### src/rtl/prefetch_unit.sv
// prefetch_unit: instruction prefetch queue with a single-outstanding
// instruction-bus master. Fetched {pc, instr} pairs are buffered in a
// DEPTH-entry circular queue and presented to decode from the head.
// A redirect flushes the queue and restarts fetch at the new address;
// any response still in flight for the old stream is drained and dropped.
// Optional feature macro: PREFETCH_STALL_CNT_EN enables the bus-wait
// cycle counter on stall_cycles (tied to zero when undefined).

package prefetch_pkg;
  typedef struct packed {
    logic        valid;
    logic [63:0] addr;
  } ibus_req_t;

  typedef struct packed {
    logic        data_ok;
    logic [31:0] data;
  } ibus_resp_t;
endpackage

module prefetch_unit
  import prefetch_pkg::*;
#(
  parameter int          DEPTH    = 4,
  parameter logic [63:0] RESET_PC = 64'h8000_0000
) (
  input  logic        clk,
  input  logic        reset,
  output ibus_req_t   ireq,
  input  ibus_resp_t  iresp,
  input  logic        redirect_valid,
  input  logic [63:0] redirect_pc,
  output logic        out_valid,
  output logic [63:0] out_pc,
  output logic [31:0] out_instr,
  input  logic        out_ready,
  output logic [63:0] stall_cycles
);

  localparam int PW = $clog2(DEPTH);
  localparam int CW = PW + 1;
  localparam logic [CW-1:0] DEPTH_C = CW'(DEPTH);

  typedef enum logic [1:0] {
    IDLE  = 2'd0,
    REQ   = 2'd1,
    DRAIN = 2'd2
  } state_t;

  state_t        state_q, state_d;
  logic [63:0]   fetch_pc_q, fetch_pc_d;
  logic [63:0]   req_addr_q, req_addr_d;
  logic [PW-1:0] rd_ptr_q, rd_ptr_d;
  logic [PW-1:0] wr_ptr_q, wr_ptr_d;
  logic [CW-1:0] count_q, count_d;

  // queue storage; contents only matter where count says an entry is live
  logic [63:0]   pc_mem    [DEPTH];
  logic [31:0]   instr_mem [DEPTH];

  logic          req_valid;
  logic          push;
  logic          pop;
  logic [63:0]   redirect_pc_aligned;

  assign req_valid           = (state_q != IDLE);
  assign redirect_pc_aligned = {redirect_pc[63:2], 2'b00};

  // push only a response that belongs to the current stream; redirect wins
  assign push = (state_q == REQ) && iresp.data_ok && !redirect_valid;
  assign pop  = out_valid && out_ready && !redirect_valid;

  // next-state, fetch address and queue bookkeeping
  always_comb begin
    state_d    = state_q;
    fetch_pc_d = fetch_pc_q;
    req_addr_d = req_addr_q;
    rd_ptr_d   = rd_ptr_q;
    wr_ptr_d   = wr_ptr_q;
    count_d    = count_q;

    case (state_q)
      IDLE: begin
        if (!redirect_valid && (count_q < DEPTH_C)) begin
          state_d    = REQ;
          req_addr_d = fetch_pc_q;
        end
      end
      REQ: begin
        if (redirect_valid) begin
          // a response arriving with the redirect is simply dropped
          state_d = iresp.data_ok ? IDLE : DRAIN;
        end else if (iresp.data_ok) begin
          state_d    = IDLE;
          fetch_pc_d = fetch_pc_q + 64'd4;
        end
      end
      DRAIN: begin
        // stale request stays on the bus until its response shows up
        if (iresp.data_ok) begin
          state_d = IDLE;
        end
      end
      default: state_d = IDLE;
    endcase

    if (redirect_valid) begin
      fetch_pc_d = redirect_pc_aligned;
      rd_ptr_d   = '0;
      wr_ptr_d   = '0;
      count_d    = '0;
    end else begin
      if (push) begin
        wr_ptr_d = wr_ptr_q + PW'(1);
      end
      if (pop) begin
        rd_ptr_d = rd_ptr_q + PW'(1);
      end
      count_d = count_q + CW'(push) - CW'(pop);
    end
  end

  // control state registers
  always_ff @(posedge clk or posedge reset) begin
    if (reset) begin
      state_q    <= IDLE;
      fetch_pc_q <= RESET_PC;
      req_addr_q <= RESET_PC;
      rd_ptr_q   <= '0;
      wr_ptr_q   <= '0;
      count_q    <= '0;
    end else begin
      state_q    <= state_d;
      fetch_pc_q <= fetch_pc_d;
      req_addr_q <= req_addr_d;
      rd_ptr_q   <= rd_ptr_d;
      wr_ptr_q   <= wr_ptr_d;
      count_q    <= count_d;
    end
  end

  // queue write port; the entry becomes visible the cycle after the push
  always_ff @(posedge clk) begin
    if (push) begin
      pc_mem[wr_ptr_q]    <= req_addr_q;
      instr_mem[wr_ptr_q] <= iresp.data;
    end
  end

  assign ireq.valid = req_valid;
  assign ireq.addr  = req_addr_q;

  // head outputs read as zero while the queue is empty
  assign out_valid = (count_q != '0);
  assign out_pc    = out_valid ? pc_mem[rd_ptr_q]    : 64'd0;
  assign out_instr = out_valid ? instr_mem[rd_ptr_q] : 32'd0;

`ifdef PREFETCH_STALL_CNT_EN
  logic [63:0] stall_q, stall_d;

  // count cycles spent waiting on the bus; wraps naturally at 2^64
  always_comb begin
    stall_d = stall_q;
    if (req_valid && !iresp.data_ok) begin
      stall_d = stall_q + 64'd1;
    end
  end

  // stall counter register
  always_ff @(posedge clk or posedge reset) begin
    if (reset) begin
      stall_q <= '0;
    end else begin
      stall_q <= stall_d;
    end
  end

  assign stall_cycles = stall_q;
`else
  assign stall_cycles = 64'd0;
`endif

endmodule

### config.mk
export PLATFORM = sky130hd
export DESIGN_NAME = prefetch_unit
export DESIGN_NICKNAME = d
export VERILOG_FILES = /design/src/rtl/prefetch_unit.sv
export SDC_FILE = /design/constraint.sdc
export NUM_CORES = 1
export LEC_CHECK = 0
export ABC_CLOCK_PERIOD_IN_PS = 5900
export CAP_MARGIN = 20
export CORE_MARGIN = 3
export CORE_UTILIZATION = 44
export DETAILED_ROUTE_END_ITERATION = 6
export GPL_TIMING_DRIVEN = 0
export PLACE_DENSITY_LB_ADDON = 0.25
export SETUP_SLACK_MARGIN = 0.05
export SLEW_MARGIN = 20
export SYNTH_ARGS = -nofsm -noshare
export SYNTH_HDL_FRONTEND = slang
export SYNTH_SLANG_ARGS = --single-unit
### constraint.sdc
create_clock -name clk -period 5.9 [get_ports clk]
set_input_delay 0.885 -clock clk [delete_from_list [all_inputs] [get_ports clk]]
set_output_delay 0.885 -clock clk [all_outputs]
set_load 0.03 [all_outputs]
# After elaboration in Yosys (flattened, before gate mapping)
# Memory sizes are Yosys's and may differ from the RTL's.
# Index checks and enable logic that the tools add are counted.
# word_totals
regBits	137
latchBits	0
mem_bits_rw	384
romBits	0
in_bits	101
output_inout_bits	226
wordCells	49
memories	2
# op_classes
addsub	5
mul	0
div_mod_pow	0
magnitude_cmp	1
n_eq_ne	3
n_shift	0
muxes	17
bitwise	0
n_reduce_logical	15
# memory_table
memory	words	width	read_ports	rd_clocked_by_memory_dff	wr	line_no	rtl
pc_mem	4	64	1	0	1	58	logic [63:0] pc_mem [DEPTH];
instr_mem	4	32	1	0	1	59	logic [31:0] instr_mem [DEPTH];
# ops
cell	n
$mux W64	4
$add A64 B3 Y64 const B	1
$mux W32	1
$mux W2	8
$reduce_bool A2 Y1	5
$pmux W2 S3	1
$logic_and A1 B1 Y1	5
$add A2 B1 Y2 const B	2
$reduce_and A2 Y1	2
$add A3 B1 Y3	1
$lt A3 B3 Y1 const B	1
$mux W3	1
$reduce_bool A3 Y1	1
$sub A3 B1 Y3	1
$eq A2 B1 Y1 const B	1
$eq A2 B2 Y1 const B	1
$logic_not A2 Y1	1
$mux W1	2
$ne A2 B2 Y1 const B	1
$logic_not A1 Y1	1

# Logic depth before layout (Yosys ltp)
# logic_depth
word_depth	6
depth_mapped	12
depth_no_buf	10

# Least setup slack after synthesis
# No wires, ideal clock.
# synth_path
path_type	in2reg
start	input iresp[32] (netlist bit)
end	memory instr_mem[0][0], enable pin
setup_time_ns	0.464
arrival_time_ns	3.764
required_time_ns	5.436
path_slack_ns	1.672
cell_stages	4
path_buffers	2
cell_sequence	and3b_1 -> buf_4 -> clkbuf_1 -> and3_1
# synth_between
elab_chain_len	4
# synth_rtl
item	line_no	rtl
start: declaration	30	input ibus_resp_t iresp,
$logic_and A1 B1 Y1 (2 in a row)	70	assign push = (state_q == REQ) && iresp.data_ok && !redirect_valid;
$mux W1	144	if (push) begin
$mux W1 (implied by the code)	146	instr_mem[wr_ptr_q] <= iresp.data;
end: declaration	59	
# No other way between the ends.

# Final worst setup path
# layout_path
start	register rd_ptr_q[0]
end	output out_pc[59]
# layout_between
elab_chain_len	2
# layout_rtl
item	line_no	rtl
start: declaration	53	logic [PW-1:0] rd_ptr_q, rd_ptr_d;
start signal: assignment	136	rd_ptr_q <= rd_ptr_d;
$mem_v2 Z4 W64	n/a	
$mux W64	155	assign out_pc = out_valid ? pc_mem[rd_ptr_q] : 64'd0;
end: declaration	34	output logic [63:0] out_pc,
# No other way between the ends.

==> results.md <==
- Final setup fails: 0
- Post-CTS sizing: 0
- Post-Synth Adder-Cell Area: 0.507%
- GRT overflow: 0
- Critical Path Fanout Max: 10
- FF+latch count, synth: 509
- Reg2reg path depth: 7
- Clock latency at the later pin of the worst-skew pair: 0.60 ns
- Synth Area in Compound Gates: 2.70%
- Vias per Instance: 5.33
- Pre-CTS setup slack: 1.49 ns
- Slew HR: 36.6%
- # rows: 79
- First-pass GRT wire length: 79.1 mm
- CTS H-tree depth: 2
- Mux contribution to synthesized area: 13.4%
- RSZ-0062 raised after global routing: false
- Fin crit period: 4.69 ns
- Worst setup SP type: flip-flop
- Register area share after synthesis: 68.9%
- CTS max path bufs: 3
- Area delta synth->final: 26.0%
- Slowest stage delay, CP: 0.76 ns
- Max-cap viol count: 0
- CTS buffer count: 54
- Worst setup EP type: output pin
- Xor/xnor share of the synthesized area: 1.36%
- Post-synthesis average cell area: 16.4 um2
- Fmax: 0.213 GHz
- CP Capture Point: out_pc[59]
- Critical Path AT: 3.81 ns
- Launch point of the worst path: rd_ptr_q[0]$_DFFE_PP0P_
- CTS clk-pin slew, worst paths: 0.06 ns
- Outcome: finished clean
- CP Depth: 6
- Mapped Cells: 1295
- CTS sink count: 509
- Total track usage: 20.7%
- Final #Nets: 1793
- Leakage Power: 9.23 nW
- Hold buffer count at cts: 0
- WL final: 52.7 mm
- Worst Hold Class: reg -> reg
- Number of antenna violations at the first check in global routing: 0
- Fin crit share: 79.5%
- I/O pins: 327
- Die extent in y: 226 um
- CP top delay family: buffers and inverters
- WS Path Type: reg -> out
- CTS root buffer: clkbuf_16
- Slew Limit Fails: 0
- Layout Skew: 0.0142 ns
- Dominant synthesized flop cell: edfxtp_1
- Distinct cells, synth: 53
- Post-Synth Simple-Gate Area: 9.26%
- Diodes inserted: 0
- Post CTS Setup Buffer Count: 0
- Initial Util: 45.1%
- Final core utilization: 56.8%
- # fillers: 3777
- Via count: 12400
- DP HPWL: 36.3 mm
- CP required: 5.02 ns
- Die W: 226 um
- Initial drt markers: 803
- Hold Vio Cnt, Final: 0
- Critical R2R Launch: fetch_pc_q[2]$_DFFE_PP0P_
- Total Power: 0.0123 W
- Die area: 50900 um2
- Maximum vdd drop: 0.000338 V
- Vias in the first global route: 12700
- Worst setup margin: 1.21 ns
- Largest family of logic cells by synthesized area: multiplexers
- Share of layout cells above drive strength 1: 19.6%
- Reg2reg end: fetch_pc_q[36]$_DFFE_PP0P_
- Post-DRT Antenna Nets: 0
- Post-synth ARST share: 26.1%
- First drt pass iteration count: 5
- R2R setup slack: 2.63 ns
- IO buf count: 255
- CTS tree: done
- Post-synth EDFFs: 376
- Remaining DRCs: 0
- Cell Area, Synth: 21200 um2
- Pwr per Cell Area: 460 nW/um2
- Core ar.: 47100 um2
- CP Cell Sequence: clkbuf_1 -> buf_2 -> buf_1 -> mux4_2 -> and2_1 -> clkdlybuf4s50_1
- Slowest cell on the critical path: buf_1
- Worst-margin pin slew: 0.951 ns
- WL/cell: 22.6 um
- Largest net degree at the start of global routing: 96
- WP buf/inv: 4
- GPL Wtd Cong: 0.885
- Yosys warns: 0
layout make-up:
type,count,area [um2],share of cell area [%]
Clock buffer,72,1490,5.58
Sequential cell,509,14600,54.7
Tap cell,607,759,2.84
Multi-Input combinational cell,707,6050,22.6
Clock inverter,28,173,0.646
Inverter,11,48.8,0.183
Buffer,135,779,2.92
Timing Repair Buffer,266,2800,10.5
layer usage:
| metal | track usage (%) | vias up | wire, um |
|---|---|---|---|
| li1 | - | 5645 | - |
| met1 | 28.8 | 6336 | 22700 |
| met2 | 33.7 | 373 | 25600 |
| met3 | 3.68 | 90 | 2920 |
| met4 | 6.29 | 0 | 1430 |
| met5 | 0 | - | 0 |
through the flow:
step / instances / setup TNS [ns] / hold slack [ns] / instance area, um2
final: 2335 / 0 / 0.545 / 26700
after global routing: 2335 / 0 / 0.566 / 26700
after floorplan: 1362 / 0 / 0.474 / 21500
after global placement: 2224 / -477.58 / 0.498 / 24800
after CTS: 2334 / 0 / 0.535 / 26700
after detailed placement: 2234 / 0 / 0.526 / 25100
logic make-up after synthesis:
| kind of cell | Yosys count |
|---|---|
| AOI/OAI and AO/OA | 92 |
| xor gates and xnor gates | 33 |
| adders and majority gates | 8 |
| buffers and inverters | 146 |
| DFF | 509 |
| muxes | 158 |
| other | 1 |
| and+or+nand+nor | 348 |
power breakdown:
group	leakage (nW)	switching [W]	internal, W
Combinational	3.44	0.00238	0.00183
Sequential	4.96	0.000479	0.00445
Clock	0.823	0.00136	0.00181
sequential cells by signal, summed over array words and instances (netlist names):
signal,cells
req_addr_q,62
count_q,3
fetch_pc_q,62
rd_ptr_q,2
state_q,2
pc_mem,248
instr_mem,128
wr_ptr_q,2
synthesized netlist by cell type, types with 2 or more instances:
cell type	n	area, um2
o311ai_0	2	17.5
nor4_1	9	56.3
and3_1	13	81.3
o31a_1	3	26.3
nand4_1	32	200
xor2_1	19	166
ha_1	7	87.6
nor2b_1	2	12.5
o211ai_1	5	37.5
buf_4	70	526
o21ai_0	37	185
dfstp_2	2	52.6
mux2i_1	2	20.0
a21oi_1	2	10.0
nor3_1	11	55.1
and2_1	96	601
and4_1	6	52.6
nand3_1	28	140
mux4_2	94	2120
or3_1	11	68.8
buf_1	11	41.3
o31ai_1	15	113
mux2_2	62	698
or2_2	3	18.8
clkbuf_1	51	191
edfxtp_1	376	11300
nor2_1	41	154
a31oi_1	24	150
inv_1	10	37.5
nand2_1	63	236
or4_1	20	150
xnor2_1	14	123
dfrtp_1	131	3280
nand2b_1	3	18.8
buf_2	2	10.0
how the worst min path moves through the flow:
stage,end,slack [ns],depth (start not counted),from
2_1_floorplan,state_q[0]$_DFFE_PP0P_,0.47,1,state_q[1]$_DFFE_PP0P_
3_3_place_gp,state_q[0]$_DFFE_PP0P_,0.50,1,state_q[1]$_DFFE_PP0P_
3_5_place_dp,state_q[0]$_DFFE_PP0P_,0.53,1,state_q[1]$_DFFE_PP0P_
4_1_cts,state_q[0]$_DFFE_PP0P_,0.53,1,state_q[1]$_DFFE_PP0P_
5_1_grt,req_addr_q[63]$_DFFE_PP0P_,0.57,1,fetch_pc_q[63]$_DFFE_PP0P_
6_report,pc_mem[3][39]$_DFFE_PP_,0.54,0,req_addr_q[39]$_DFFE_PP0P_
cell usage in the layout (no fill, tap or decap), types with 3 or more instances in the layout:
cell	instances
clkinv_1	6
clkinvlp_4	3
mux2_2	62
and4_1	6
inv_1	9
nand4_1	32
clkinv_2	16
or3_1	11
o21ai_0	37
dfrtp_1	131
nand2_1	63
clkbuf_16	55
clkdlybuf4s50_1	255
nand2b_1	3
ha_1	7
and3_1	9
or4_1	20
clkbuf_1	63
conb_1	68
or2_2	3
o31ai_1	15
o31a_1	3
nor4_1	9
nor2_1	41
xnor2_1	14
mux4_2	94
and3_4	4
nor3_1	10
o211ai_1	5
buf_4	71
and2_1	96
buf_1	11
nand3_1	28
a31oi_1	24
xor2_1	19
buf_16	7
clkbuf_8	5
edfxtp_1	376
worst reg2reg max path: stages (launching register included):
cell,delay (ns)
dfrtp_1,0.60
ha_1,0.24
nand4b_1,0.32
nor4_2,0.73
nand2_1,0.41
clkbuf_1,0.36
o311ai_0,0.38
nand3_1,0.10
Power figures use the tool's default switching activity.
